<file path="config.mk">
export PLATFORM = sky130hd
export DESIGN_NAME = pila
export DESIGN_NICKNAME = d
export VERILOG_FILES = /design/src/rtl/pila.sv
export SDC_FILE = /design/constraint.sdc
export NUM_CORES = 1
export LEC_CHECK = 0
export CAP_MARGIN = 10
export CORE_ASPECT_RATIO = 1.2
export CORE_MARGIN = 1
export CORE_UTILIZATION = 43
export CTS_CLUSTER_DIAMETER = 80
export CTS_CLUSTER_SIZE = 20
export DETAILED_ROUTE_END_ITERATION = 10
export PLACE_DENSITY = 0.66
export SYNTH_ARGS = -nofsm -noshare
export SYNTH_HDL_FRONTEND = slang
export SYNTH_SLANG_ARGS = --single-unit
</file>
<file path="constraint.sdc">
create_clock -name clk -period 6.46 [get_ports clk]
set_input_delay 1.292 -clock clk [delete_from_list [all_inputs] [get_ports clk]]
set_output_delay 1.292 -clock clk [all_outputs]
set_load 0.01 [all_outputs]
</file>
<file path="src/rtl/pila.sv">
// LIFO stack with combinational top-of-stack read, occupancy count and
// sticky overflow/underflow flags. Used for return addresses and data.
module pila #(
  parameter int WIDTH = 10,
  parameter int DEPTH = 16,
  parameter int PTRW  = 4
) (
  input  logic             clk,
  input  logic             reset,
  input  logic             enable,
  input  logic             push,
  input  logic [WIDTH-1:0] din,
  output logic [WIDTH-1:0] dout,
  output logic             empty,
  output logic             full,
  output logic [PTRW:0]    count,
  output logic             overflow,
  output logic             underflow
);

  localparam logic [PTRW:0] SP_MAX = (PTRW+1)'(DEPTH);
  localparam logic [PTRW:0] SP_ONE = (PTRW+1)'(1);

  logic [WIDTH-1:0] mem [DEPTH];

  logic [PTRW:0] sp_q, sp_d;
  logic          overflow_q, overflow_d;
  logic          underflow_q, underflow_d;
  logic          wr_en;
  logic [PTRW:0] top_idx;

  assign empty   = (sp_q == '0);
  assign full    = (sp_q == SP_MAX);
  assign count   = sp_q;
  assign top_idx = sp_q - SP_ONE;

  // Read reflects the pre-edge state so a return can consume the address
  // in the same cycle that pops it.
  assign dout = empty ? '0 : mem[top_idx[PTRW-1:0]];

  always_comb begin
    sp_d        = sp_q;
    overflow_d  = overflow_q;
    underflow_d = underflow_q;
    wr_en       = 1'b0;
    if (enable) begin
      if (push) begin
        if (full) begin
          overflow_d = 1'b1;
        end else begin
          wr_en = 1'b1;
          sp_d  = sp_q + SP_ONE;
        end
      end else begin
        if (empty) begin
          underflow_d = 1'b1;
        end else begin
          sp_d = sp_q - SP_ONE;
        end
      end
    end
  end

  always_ff @(posedge clk or negedge reset) begin
    if (!reset) begin
      sp_q        <= '0;
      overflow_q  <= 1'b0;
      underflow_q <= 1'b0;
    end else begin
      sp_q        <= sp_d;
      overflow_q  <= overflow_d;
      underflow_q <= underflow_d;
    end
  end

  // Storage is not reset. While reset is held sp is 0, so any write lands
  // at or above the stack pointer and is never visible before being rewritten.
  always_ff @(posedge clk) begin
    if (wr_en) begin
      mem[sp_q[PTRW-1:0]] <= din;
    end
  end

  assign overflow  = overflow_q;
  assign underflow = underflow_q;

endmodule

</file>
# Yosys cells after proc, flatten, opt, wreduce, memory -nomap -nowiden
# Memory sizes are Yosys's and may differ from the RTL's.
# Index checks and enable logic that the tools add are counted.
classes:
  n_addsub: 2
  eq_ne: 3
  n_mux: 9
  bitwise_logic: 1
  n_reduce_logical: 4
ops:
  columns: ["op", "n"]
  rows:
  - ["$mux W5", 3]
  - ["$mux W10", 1]
  - ["$reduce_and A3 Y1", 3]
  - ["$add A5 B1 Y5 const B", 1]
  - ["$eq A5 B5 Y1 const B", 1]
  - ["$logic_not A5 Y1", 1]
  - ["$mux W1", 5]
  - ["$sub A5 B1 Y5 const B", 1]
  - ["$ne A2 B2 Y1 const B", 2]
  - ["$not A1 Y1", 1]
word_totals:
  ff_bits: 7
  mem_bits_rw: 160
  in_bits: 14
  out_inout_bits: 19
  elab_cells: 23
  memories: 1
memory_table:
  columns: ["name", "depth", "word_bits", "read_ports", "rd_clocked_by_memory_dff", "write_ports", "line_no", "rtl"]
  rows:
  - ["mem", 16, 10, 1, 0, 1, "24", "logic [WIDTH-1:0] mem [DEPTH];"]

# Logic depth before layout (Yosys ltp)
depth:
  ltp_word: 6
  ltp_mapped: 9
  ltp_nobuf: 6

# Worst setup path after synthesis
# No wires, ideal clock.
synth_timing:
  path_kind: "register -> output"
  start: "reg sp_q[0], in the netlist count[0]"
  end: "out dout[2]"
  t_arrival_ns: 2.179
  t_required_ns: 5.168
  setup_slack_ns: 2.989
  stages_incl_launch_ff: 10
  n_path_buf: 4
  cell_sequence: "dfrtp_1 > buf_6 > buf_4 > inv_1 > ha_1 > clkbuf_2 > clkbuf_1 > mux4_2 > mux2i_1 > o22ai_1"
synth_between:
  elab_chain_len: 3
  word_cells_on_any_way: 4
  cone_classes: "1 x add/sub; 1 x mux; 1 x reduce/logical; 1 x memory"
synth_rtl:
  columns: ["item", "line_no", "rtl"]
  rows:
  - ["from (decl)", "26", "logic [PTRW:0] sp_q, sp_d;"]
  - ["from (signal assigned)", "70", "sp_q <= sp_d;"]
  - ["$sub A5 B1 Y5", null, null]
  - ["$mem_v2 Z16 W10", null, null]
  - ["$mux W10 (*)", "39", "assign dout = empty ? '0 : mem[top_idx[PTRW-1:0]];"]
  - ["to (decl)", "13", "output logic [WIDTH-1:0] dout,"]
# Mark *: on every way between the ends. The rest lies on a longest branch, timed or not.

# Final worst setup path
layout_timing:
  start: "reg sp_q[1], in the netlist count[1]"
  end: "out dout[6]"
# The elaborated chain is that of the path after synthesis.

==> results.toml <==
[floorplanning]
io_pins = 33
rows = 49
die_h_um = 139
die_area_um2 = 16100
die-width_um = 116
coreArea_um2 = 15100
start_util = 0.444

[placement]
placed_area_um2 = 7240
dp_cells = 545
pre_cts_ws_ns = 2.02
place_congestion = 0.808
place_hpwl_um = 7880
port_buffers = 32

[clocking]
htreeDepth = 4
cts_root_buf = "clkbuf_16"
ctsHoldBuffers = 0
cts_resized = 0
clkTransAtPathRegs_ns = 0.07
clockBufferDepth = 2
numCtsBuffers = 17
clock_sinks = 167
cts_tree = "yes"
cts_setup_buffers = 0
clk_latency_ns = 0.42

[yosys]
synthArstFlopShare = 0.0419
synth_enable_flop_cells = 160
netlist_instances = 318
synth.most_common_cell = "edfxtp_1"
synth_area_leaders = "edfxtp_1, mux4_2, mux4_1"
synth_cell_types = 33
synth_ff_type = "edfxtp_1"
syn_area_per_cell_um2 = 21.1
synth_fp_nets = 337
netlist_top_cells_count = "edfxtp_1, mux4_2, mux2i_1"
yosysSeqAreaShare = 0.741
ys_ff_latch = 167
yosys.area.top_type = "edfxtp_1"
synth.top_cell.area_share = 0.715
synth_area_um2 = 6720
yosysWarningCount = 0

[power]
max-vdd-ir-drop_mv = 0.212
power_leakage_uw = 0.00262
p_per_area_nw_per_um2 = 484

[timing]
drv_slew = 0
fin_ws_ns = 1.60
min_period_ns = 4.86
max_slew_margin = 0.194
rsz0062_at_grt = "false"
timing.final.setup_violations = 0
finalCritPeriodShare = 0.753
hold_viol_final = 0
finalClockSkew_ns = 0.00900
max_freq_mhz = 206
worst_pin_slew_ns = 1.20
tns_ns = 0

[run_status]
status = "completed"

[worst_setup_path]
reg2reg_from = "count[1]"
start_kind = "flop"
cp.arrival_ns = 3.57
critPathSlowestCell = "xor2_1"
max_stage_delay_ns = 0.73
end_kind = "output pin"
path_cells = "inv_1 -> ha_1 -> xor2_1 -> o21ai_1 -> o22ai_1 -> clkdlybuf4s50_1"
cp_max_fo = 11
critPathLaunch = "count[1]"
worstPathRequired_ns = 5.17
crit_type = "reg -> out"

[final_layout]
fillers = 1200
layout-drive-gt1-share = 0.182
fin_util = 0.520
finish.instance_area_um2 = 7870
area_delta_synth_final_pct = 17.1
area.sequential_um2 = 4980
instances_no_fill = 578
diodes = 0
multiInputGateArea_um2 = 1620
nets = 380

[grt]
grt_pass1_vias = 3287
antenna_found_initial = 0
grt_max_degree = 47
grt-ovfl-total = 0
grt_pass1_wl_um = 20000
grt_usage = 0.176

[detailed_routing]
wirelength_um = 12800
vias = 3221
remaining_drc_errors = 0
vias_per_cell = 5.57
first_pass_iters = 5
routedWlPerCell_um = 22.2
first_iter_violations = 195
detail-route-antenna-nets = 0

[min_path]
holdCritStartpoint = "overflow"
min_path_type = "reg -> reg"

[run]
maxCapViolCount = 0
worst max-delay path: cells and delay by family, from the launching register on:
| kind | cells | cell delay (ns) |
|---|---|---|
| adder cells (fa/ha/maj) | 1 | 0.27 |
| XOR/XNOR | 1 | 0.73 |
| buffers and inverters | 2 | 0.75 |
| flip-flops | 1 | 0.47 |
| AO/OA/AOI/OAI | 2 | 0.93 |
placed cells by master (no fill, tap or decap), types with 2 or more instances in the layout:
master,count
bufinv_16,3
nor2_1,15
nand2b_1,2
mux4_2,22
ha_1,5
o22ai_1,10
o21ai_0,2
a21oi_1,2
clkdlybuf4s50_1,32
edfxtp_1,160
nor3_1,5
mux2i_1,21
inv_8,2
dfrtp_1,6
inv_6,6
a31o_2,2
nand2_1,11
clkbuf_16,17
mux4_1,18
inv_1,3
buf_4,8
xnor2_1,5
registers in the layout, indices dropped and copies added (netlist names):
register,count
overflow,1
count,5
mem,160
underflow,1
per-stage QoR:
stage	hold WS, ns	power [uW]
after floorplan	0.512	2280
after global placement	0.451	2780
after detailed placement	0.457	2800
after CTS	0.472	3850
after global routing	0.493	3980
final	0.477	3810
logic make-up after synthesis:
kind of cell             count (synthesis)  synth area share
buffers and inverters                   20            0.0207
multiplexers                            62             0.177
adder cells (fa/ha/maj)                  5           0.00931
flip-flops                             167             0.741
AND/OR/NAND/NOR                         39            0.0261
XOR/XNOR                                 7           0.00912
AO/OA/AOI/OAI                           18            0.0168
report_power, final:
group | internal, uW | switching [uW] | total, uW
Sequential | 1260 | 48.9 | 1310
Combinational | 726 | 729 | 1450
Clock | 621 | 430 | 1050
Total | 2600 | 1210 | 3810
per-layer routing:
metal  part of all wire  wire (um)  track usage
met5                  0          0            0
met3              0.040        514       0.0411
met2               0.51       6560        0.270
met4              0.019        248       0.0850
met1               0.43       5510        0.238
area by class of cell:
cell class,count,area share
Clock buffer,18,0.0545
Clock inverter,14,0.0237
Inverter,3,0.00143
Multi-Input combinational cell,131,0.205
Sequential cell,167,0.633
Tap cell,204,0.0324
Timing Repair Buffer,41,0.0498
worst paths after layout:
path / endpoint / slack, ns / cells after the start
min reg2reg: overflow / 0.48 / 1
max in group asynchronous: count[0] / 5.05 / 1
min in group asynchronous: count[2] / 1.14 / 1
max reg2reg: mem[7][0] / 3.57 / 6
max: dout[6] / 1.60 / 6
min: overflow / 0.48 / 1
Power figures use the tool's default switching activity.
